## src/rtl/udpoti_decoder_if.sv

```systemverilog
// Host-side register interface of the up/down potentiometer decoder:
// load strobe in, wiper position and status pulses out.
interface udpoti_decoder_if;
  logic        load;
  logic [31:0] load_value;
  logic [31:0] value;
  logic        step;
  logic        blocked;
  logic        at_min;
  logic        at_max;

  modport master (
    output load, load_value,
    input  value, step, blocked, at_min, at_max
  );

  modport slave (
    input  load, load_value,
    output value, step, blocked, at_min, at_max
  );
endinterface

```

## src/rtl/udpoti_decoder.sv

```systemverilog
// Up/down digital-potentiometer receiver: synchronises and filters the pin lines,
// counts falling INCREMENT edges and keeps a clamped 32-bit wiper position.
module udpoti_decoder #(
  parameter int RESOLUTION = 100,
  parameter int INIT_VALUE = 0,
  parameter int FILTER     = 16,
  parameter int USE_SELECT = 0
) (
  input  logic              clk,
  input  logic              rst,
  input  logic              updown,
  input  logic              increment,
  input  logic              select,
  udpoti_decoder_if.slave   host
);

  localparam int                 CNT_W  = $clog2(FILTER + 1);
  localparam logic [31:0]        RES_C  = 32'(RESOLUTION);
  localparam logic [31:0]        INIT_C = 32'(INIT_VALUE);
  localparam logic [CNT_W-1:0]   FILT_C = CNT_W'(FILTER);
  // Bit order {select, updown, increment}; select idles high (deselected).
  localparam logic [2:0]         IDLE_C = 3'b100;

  logic [2:0]       pins_s;
  logic [2:0]       sync1_r;
  logic [2:0]       sync2_r;
  logic [2:0]       filt_r;
  logic [CNT_W-1:0] cnt_r [3];
  logic             inc_prev_r;
  logic             counted_s;
  logic [31:0]      next_value_s;
  logic             next_step_s;
  logic             next_blocked_s;
  logic [31:0]      value_r;
  logic             step_r;
  logic             blocked_r;
  logic             at_min_r;
  logic             at_max_r;

  assign pins_s = {select, updown, increment};

  // Two-flop synchroniser for the three asynchronous pin lines
  always_ff @(posedge clk) begin
    if (rst) begin
      sync1_r <= IDLE_C;
      sync2_r <= IDLE_C;
    end else begin
      sync1_r <= pins_s;
      sync2_r <= sync1_r;
    end
  end

  // Per-line stability filter: output follows only after FILTER+1 differing cycles
  always_ff @(posedge clk) begin
    if (rst) begin
      filt_r <= IDLE_C;
      for (int i = 0; i < 3; i++) begin
        cnt_r[i] <= '0;
      end
    end else begin
      for (int i = 0; i < 3; i++) begin
        if (sync2_r[i] != filt_r[i]) begin
          if (cnt_r[i] == FILT_C) begin
            filt_r[i] <= sync2_r[i];
            cnt_r[i]  <= '0;
          end else begin
            cnt_r[i]  <= cnt_r[i] + {{(CNT_W-1){1'b0}}, 1'b1};
          end
        end else begin
          cnt_r[i] <= '0;
        end
      end
    end
  end

  // Previous filtered increment for falling-edge detection
  always_ff @(posedge clk) begin
    if (rst) begin
      inc_prev_r <= 1'b0;
    end else begin
      inc_prev_r <= filt_r[0];
    end
  end

  // Edge qualification and next wiper position; load wins over a same-cycle edge
  always_comb begin
    next_value_s   = value_r;
    next_step_s    = 1'b0;
    next_blocked_s = 1'b0;
    if (USE_SELECT != 0) begin
      counted_s = inc_prev_r & ~filt_r[0] & ~filt_r[2];
    end else begin
      counted_s = inc_prev_r & ~filt_r[0];
    end
    if (host.load) begin
      next_value_s = (host.load_value > RES_C) ? RES_C : host.load_value;
    end else if (counted_s) begin
      if (filt_r[1]) begin
        if (value_r < RES_C) begin
          next_value_s = value_r + 32'd1;
          next_step_s  = 1'b1;
        end else begin
          next_blocked_s = 1'b1;
        end
      end else begin
        if (value_r != 32'd0) begin
          next_value_s = value_r - 32'd1;
          next_step_s  = 1'b1;
        end else begin
          next_blocked_s = 1'b1;
        end
      end
    end else begin
      next_value_s = value_r;
    end
  end

  // Registered wiper position, pulses and limit flags
  always_ff @(posedge clk) begin
    if (rst) begin
      value_r   <= INIT_C;
      step_r    <= 1'b0;
      blocked_r <= 1'b0;
      at_min_r  <= (INIT_C == 32'd0);
      at_max_r  <= (INIT_C == RES_C);
    end else begin
      value_r   <= next_value_s;
      step_r    <= next_step_s;
      blocked_r <= next_blocked_s;
      at_min_r  <= (next_value_s == 32'd0);
      at_max_r  <= (next_value_s == RES_C);
    end
  end

  assign host.value   = value_r;
  assign host.step    = step_r;
  assign host.blocked = blocked_r;
  assign host.at_min  = at_min_r;
  assign host.at_max  = at_max_r;

endmodule

```

## src/flat_wrapper.sv

```systemverilog
// flat-port wrapper written by rule: the top's interface ports become plain ports
module udpoti_decoder_flat 
#(
  parameter int RESOLUTION = 100,
  parameter int INIT_VALUE = 0,
  parameter int FILTER     = 16,
  parameter int USE_SELECT = 0
)
  (clk, rst, updown, increment, select, host_load, host_load_value, host_value, host_step, host_blocked, host_at_min, host_at_max);
  udpoti_decoder_if host_i ();
  input  logic clk;
  input  logic rst;
  input  logic updown;
  input  logic increment;
  input  logic select;
  input wire logic [$bits(host_i.load)-1:0] host_load;
  input wire logic [$bits(host_i.load_value)-1:0] host_load_value;
  output wire logic [$bits(host_i.value)-1:0] host_value;
  output wire logic [$bits(host_i.step)-1:0] host_step;
  output wire logic [$bits(host_i.blocked)-1:0] host_blocked;
  output wire logic [$bits(host_i.at_min)-1:0] host_at_min;
  output wire logic [$bits(host_i.at_max)-1:0] host_at_max;
  assign host_i.load = host_load;
  assign host_i.load_value = host_load_value;
  assign host_value = host_i.value;
  assign host_step = host_i.step;
  assign host_blocked = host_i.blocked;
  assign host_at_min = host_i.at_min;
  assign host_at_max = host_i.at_max;
  udpoti_decoder #(.RESOLUTION(RESOLUTION), .INIT_VALUE(INIT_VALUE), .FILTER(FILTER), .USE_SELECT(USE_SELECT)) u_core (.clk(clk), .rst(rst), .updown(updown), .increment(increment), .select(select), .host(host_i));
endmodule
```

## config.mk

```make
export PLATFORM = sky130hd
export DESIGN_NAME = udpoti_decoder_flat
export DESIGN_NICKNAME = d
export VERILOG_FILES = /design/src/rtl/udpoti_decoder_if.sv /design/src/rtl/udpoti_decoder.sv /design/src/flat_wrapper.sv
export SDC_FILE = /design/constraint.sdc
export NUM_CORES = 1
export LEC_CHECK = 0
export ABC_AREA = 0
export CAP_MARGIN = 20
export CORE_ASPECT_RATIO = 2
export CORE_MARGIN = 5
export CORE_UTILIZATION = 49
export DETAILED_ROUTE_END_ITERATION = 8
export PLACE_DENSITY_LB_ADDON = 0.25
export RECOVER_POWER = 50
export SYNTH_ARGS = -nofsm -noshare
export SYNTH_HDL_FRONTEND = slang
export SYNTH_SLANG_ARGS = --single-unit
```

## constraint.sdc

```tcl
create_clock -name clk -period 4.3 [get_ports clk]
set_input_delay 1.075 -clock clk [delete_from_list [all_inputs] [get_ports clk]]
set_output_delay 1.075 -clock clk [all_outputs]
set_load 0.02 [all_outputs]
```

==> results.py, run 1 <==
metrics = {
    "critical_path": {
        "arrival_ps": 3590,
        "r2r_setup_slack_ps": 910,
        "cp-start-kind": "flop",
        "crit_path_end_kind": "flop",
        "cp_data_required_time_ps": 4500,
        "crit_fanout": 10,
        "critPathKind": "reg2reg",
    },
    "floorplanning": {
        "ios": 74,
        "coreArea_sq_um": 6207,
        "die_x_um": 66.08,
        "die_h_um": 122.2,
        "rows": 41,
        "start_util_pct": 49.65,
        "die-area_sq_um": 8071,
    },
    "timing": {
        "skew_ps": 4.528,
        "final_hold_viol_count": 0,
        "max-slew-margin-rel_pct": 40.56,
        "period_share_pct": 78.75,
        "setup_viol": 0,
        "fin_setup_tns_ps": 0,
        "finalCriticalPeriod_ps": 3386,
        "worst_slew_pin_slew_ps": 889.4,
        "slew_violations": 0,
        "max_freq_mhz": 295.3,
        "rsz0062_at_grt": "no",
    },
    "synthesis": {
        "netlist_area_sq_um": 3082,
        "synthDistinctLibCells": 59,
        "ys_seq_area_share_pct": 37.68,
        "synth-async-reset-ratio_pct": 0,
        "synth_edf_count": 10,
        "synth.avg_cell_area_sq_um": 8.443,
        "synthFlopType": "dfxtp_1",
        "ys_warn_count": 0,
        "ys_ff_latch": 53,
        "syn_inst": 365,
    },
    "route": {
        "wl_um": 8373,
        "drc": 0,
        "routedWlPerCell_um": 15.62,
        "ant_nets": 0,
        "first_pass_iters": 5,
        "vias": 3127,
        "viasPerCell": 5.834,
        "drt-initial-drc-count": 217,
    },
    "placed_design": {
        "dpl.cell_count": 528,
        "gp_congestion": 0.9159,
        "port-buffer-count": 72,
        "dp.final_hpwl_um": 6459,
    },
    "clock_network": {
        "cts_tree": "done",
        "cts_root_buf": "clkbuf_16",
        "clkLatencyLatePin_ps": 290,
        "cts_hold_buffers": 0,
        "cts_buffers": 5,
        "postCtsSetupBuffers": 0,
        "cts_resized": 0,
        "cts.htree.levels": 2,
        "clock_path_buffers": 2,
        "cts_sinks": 53,
        "path_clk_slew_ps": 60,
    },
    "power_and_ir_drop": {
        "p_comb_share_pct": 9.1,
        "powerDensity_nw_per_um2": 249.0,
        "p_switching_mw": 0.2204,
        "seqPwrFrac_pct": 51.6,
        "peakVddDrop_mv": 0.1883,
        "leakagePower_nw": 1.642,
        "pwr-share-clk_pct": 39.4,
        "p_int_mw": 0.7968,
        "swShare_pct": 21.67,
    },
    "global_route": {
        "first_global_vias": 3080,
        "grt_overflow": 0,
        "grt_max_degree": 27,
        "grt_pass1_wl_um": 13750,
        "gr-usage-all-layers_pct": 21.48,
        "antenna_found_initial": 0,
    },
    "final_layout": {
        "final_common_cell": "nor2_1",
        "final_cell_count_no_fill": 536,
        "area_growth_pct": 32.56,
        "fin_nets": 494,
        "mostFrequentLayoutCells": "57 x nor2_1, 44 x clkdlybuf4s50_1, 43 x dfxtp_1",
        "antenna_cells": 0,
        "final_layout_size_suffix_gt1_share_pct": 5.333,
    },
    "min_path": {
        "holdCritPathClass": "reg2reg",
    },
    "flow_run": {
        "maxCapViolCount": 0,
    },
    "outcome": {
        "status": "finished, final reports clean",
    },
}
[layout make-up]
cell class	count	area, sq um
inverter	13	48.80
clock buffer	8	146.4
multi-input combinational	298	1859
timing repair buffer	78	762.0
tap	86	107.6
sequential	53	1161
fill	545	2122
[power by group through the flow]
stage | clock network, mW | logic (mW) | registers [mW]
4_1_cts | 0.411 | 0.0941 | 0.525
3_3_place_gp | 0 | 0.0911 | 0.535
5_1_grt | 0.432 | 0.101 | 0.525
2_1_floorplan | 0 | 0.0372 | 0.537
6_report | 0.401 | 0.0922 | 0.525
3_5_place_dp | 0 | 0.0936 | 0.536
[worst paths after layout]
kind / start / end / cells past startpoint
max: u_core.host.value[8]$_SDFF_PP0_ / u_core.host.at_min$_SDFF_PP1_ / 8
max reg2reg: u_core.host.value[8]$_SDFF_PP0_ / u_core.host.at_min$_SDFF_PP1_ / 8
min: u_core.sync1_r[0]$_SDFF_PP0_ / u_core.sync2_r[0]$_SDFF_PP0_ / 1
min reg2reg: u_core.sync1_r[0]$_SDFF_PP0_ / u_core.sync2_r[0]$_SDFF_PP0_ / 1
[metal layers]
layer | part of all wire (%) | routed length, um | track usage [%] | vias to the layer above
li1 | - | - | - | 1501
met1 | 39 | 3268 | 25.91 | 1456
met2 | 51 | 4260 | 36.39 | 142
met3 | 7.0 | 584 | 3.690 | 28
met4 | 3.1 | 259 | 10.05 | 0
met5 | 0 | 0 | 0 | -
[synthesized netlist by cell type (7+ instances only)]
cell      count  area [sq um]
nor2b_1       8         50.05
xor2_1       13         113.9
a21oi_1      14         70.07
ha_1          7         87.58
nor2_1       57         214.0
nand3_1      15         75.07
edfxtp_1     10         300.3
nand4_1      12         75.07
dfxtp_1      43         860.8
inv_1        12         45.04
nand2_1      16         60.06
clkbuf_1      8         30.03
nor4_1       19         118.9
nor3_1       18         90.09
o21ai_0       9         45.04
or3_1        11         68.82
xnor2_1      19         166.4
[logic make-up after synthesis]
logic type	share of synthesized area, %
mux	1.137
fa+ha+maj	2.842
buf+inv	3.085
flops	37.68
simple gates	34.80
compound gates	10.72
xor+xnor	9.623
other cells	0.1217
[worst max-delay path, stage by stage, from the launching register on]
cell and delay [ps]:
dfxtp_1 390, or4_4 600, or4b_4 540, nor4_2 540, a21oi_1 200, xnor2_1 200
o41ai_1 410, nand3_1 190, o41ai_2 220
[flip-flops by register name, summed over array words and instances (netlist names)]
register	flops
u_core.cnt_r	10
u_core.filt_r	2
u_core.host.at_max	1
u_core.host.at_min	1
u_core.host.blocked	1
u_core.host.step	1
u_core.host.value	32
u_core.inc_prev_r	1
u_core.sync1_r	2
u_core.sync2_r	2
[per-stage QoR]
stage               util, %  worst slack, ps  power [mW]  hold slack [ps]  area [sq um]
floorplan                 -             1245      0.5747            413.8          3115
global placement      63.52            849.0      0.6264            435.9          3943
detailed placement    63.52            761.0      0.6294            429.4          3943
CTS                   65.87            922.4       1.030            454.9          4089
global route          65.81            579.0       1.058            470.3          4085
finish                65.81            913.6       1.017            448.5          4085
Power figures use the tool's default switching activity.
==> run 2: changes to the inputs <==
--- a/config.mk
+++ b/config.mk
@@ -9,7 +9,7 @@
 export CAP_MARGIN = 20
 export CORE_ASPECT_RATIO = 2
 export CORE_MARGIN = 5
-export CORE_UTILIZATION = 49
+export CORE_UTILIZATION = 45
 export DETAILED_ROUTE_END_ITERATION = 8
 export PLACE_DENSITY_LB_ADDON = 0.25
 export RECOVER_POWER = 50
==> constraint.sdc (replaced) <==
create_clock -name clk -period 2.9 [get_ports clk]
set_input_delay 0.725 -clock clk [delete_from_list [all_inputs] [get_ports clk]]
set_output_delay 0.725 -clock clk [all_outputs]
set_load 0.02 [all_outputs]
==> results.py, run 2 (synthesized netlist as in run 1, its figures left out) <==
metrics = {
    "global_route": {
        "grt_pass1_wl_um": 16500,
        "grt_overflow": 0,
        "grt_max_degree": 26,
        "gr-usage-all-layers_pct": 25.03,
        "first_global_vias": 3582,
        "antenna_found_initial": 0,
    },
    "timing": {
        "worst_slew_pin_slew_ps": 646.3,
        "fin_setup_tns_ps": -266.9,
        "final_hold_viol_count": 0,
        "finalCriticalPeriod_ps": 3054,
        "setup_viol": 2,
        "max_freq_mhz": 327.5,
        "worst_slack_ps": -153.6,
        "period_share_pct": 105.3,
        "skew_ps": 4.870,
        "whs_ps": 446.7,
        "max-slew-margin-rel_pct": 55.80,
        "rsz0062_at_grt": "yes",
        "slew_violations": 0,
    },
    "placed_design": {
        "gp_congestion": 1.003,
        "port-buffer-count": 72,
        "dpl.cell_count": 610,
        "dp.final_hpwl_um": 8445,
    },
    "clock_network": {
        "cts_tree": "done",
        "clock_path_buffers": 2,
        "clkLatencyLatePin_ps": 300,
        "cts_root_buf": "clkbuf_16",
        "cts_hold_buffers": 0,
        "path_clk_slew_ps": 70,
        "cts_sinks": 53,
        "cts_buffers": 5,
        "cts.htree.levels": 2,
    },
    "critical_path": {
        "cp_data_required_time_ps": 3100,
        "critPathKind": "reg2reg",
        "crit_fanout": 4,
        "crit_path_end_kind": "flop",
        "cp-start-kind": "flop",
        "arrival_ps": 3250,
    },
    "power_and_ir_drop": {
        "swShare_pct": 23.23,
        "peakVddDrop_mv": 0.3853,
        "leakagePower_nw": 2.088,
        "p_int_mw": 1.265,
        "p_comb_share_pct": 9.7,
        "p_switching_mw": 0.3827,
        "pwr-share-clk_pct": 43.3,
        "seqPwrFrac_pct": 47.0,
        "powerDensity_nw_per_um2": 341.3,
    },
    "outcome": {
        "violations": "setup timing",
        "status": "complete, but fails checks",
    },
    "flow_run": {
        "maxCapViolCount": 0,
    },
    "final_layout": {
        "antenna_cells": 0,
        "largest_reg_flops": 32,
        "mostFrequentLayoutCells": "85 x buf_4, 57 x nor2_1, 47 x clkdlybuf4s50_1",
        "final_layout_size_suffix_gt1_share_pct": 23.50,
        "final_common_cell": "buf_4",
        "area_growth_pct": 56.64,
        "fin_nets": 576,
        "final_cell_count_no_fill": 620,
        "nFillCells": 570,
    },
    "floorplanning": {
        "die_h_um": 127.0,
        "ios": 74,
        "die_x_um": 68.52,
        "coreArea_sq_um": 6674,
        "die-area_sq_um": 8703,
        "start_util_pct": 46.18,
        "rows": 42,
    },
    "route": {
        "wl_um": 10450,
        "routedWlPerCell_um": 16.85,
        "ant_nets": 0,
        "drc": 0,
        "vias": 3446,
        "first_pass_iters": 4,
        "drt-initial-drc-count": 190,
        "viasPerCell": 5.558,
    },
    "min_path": {
        "holdCritPathClass": "reg2reg",
    },
}
-- run 2: critical path, cell delays in order, from the launching register on --
cell and delay [ps]:
dfxtp_2 320, or4_4 550, or3_1 360, or4_1 520, nand2b_4 180, xor2_2 240, nand4_1 150, o41ai_2 240
nand3_2 150, o41ai_2 230
-- run 2: layout make-up --
| class | instances | area [sq um] | share of cell area, % |
|---|---|---|---|
| Clock inverter | 3 | 50.05 | 1.037 |
| Inverter | 13 | 48.80 | 1.011 |
| Timing Repair Buffer | 160 | 1371 | 28.41 |
| Tap cell | 88 | 110.1 | 2.281 |
| Clock buffer | 5 | 125.1 | 2.592 |
| Multi-Input combinational cell | 298 | 1952 | 40.44 |
| Sequential cell | 53 | 1170 | 24.24 |
-- run 2: power groups by stage --
stage / registers [mW] / clock network [mW] / logic [mW]
floorplan: 0.796 / 0 / 0.0560
global placement: 0.790 / 0 / 0.157
detailed placement: 0.791 / 0 / 0.160
CTS: 0.774 / 0.723 / 0.162
global route: 0.776 / 0.757 / 0.173
finish: 0.774 / 0.713 / 0.160
-- run 2: worst paths after layout --
check / slack [ps] / cells past startpoint / startpoint / end
max: -150 / 9 / u_core.host.value[21]$_SDFF_PP0_ / u_core.host.at_min$_SDFF_PP1_
min: 450 / 1 / u_core.sync1_r[0]$_SDFF_PP0_ / u_core.sync2_r[0]$_SDFF_PP0_
max reg2reg: -150 / 9 / u_core.host.value[21]$_SDFF_PP0_ / u_core.host.at_min$_SDFF_PP1_
min reg2reg: 450 / 1 / u_core.sync1_r[0]$_SDFF_PP0_ / u_core.sync2_r[0]$_SDFF_PP0_
-- run 2: timing repair --
| item | in CTS | in global routing |
|---|---|---|
| setup endpoints to repair | 2 | 3 |
| cloned | 0 | 0 |
| pin swaps | 4 | 3 |
| buffers inserted | 1 | 1 |
| endpoints found under the hold margin | 0 | 0 |
| resized for setup | 7 | 2 |
-- run 2: metrics by stage --
stage	worst slack, ps	cell area (sq um)	total power [mW]	util (%)
after floorplan	2.694	3171	0.8523	-
after global placement	-201.3	4601	0.9474	68.94
after detailed placement	-262.8	4601	0.9514	68.94
after CTS	-173.4	4817	1.659	72.18
after global routing	-273.8	4827	1.705	72.33
final	-153.6	4827	1.647	72.33
-- run 2: layer usage --
metal,GRT usage [%],up-vias,part of all wire [%]
met5,0,-,0
met4,18.52,0,7.5
met3,3.691,48,3.7
met2,45.86,122,56
met1,23.19,1618,32
li1,-,1658,-
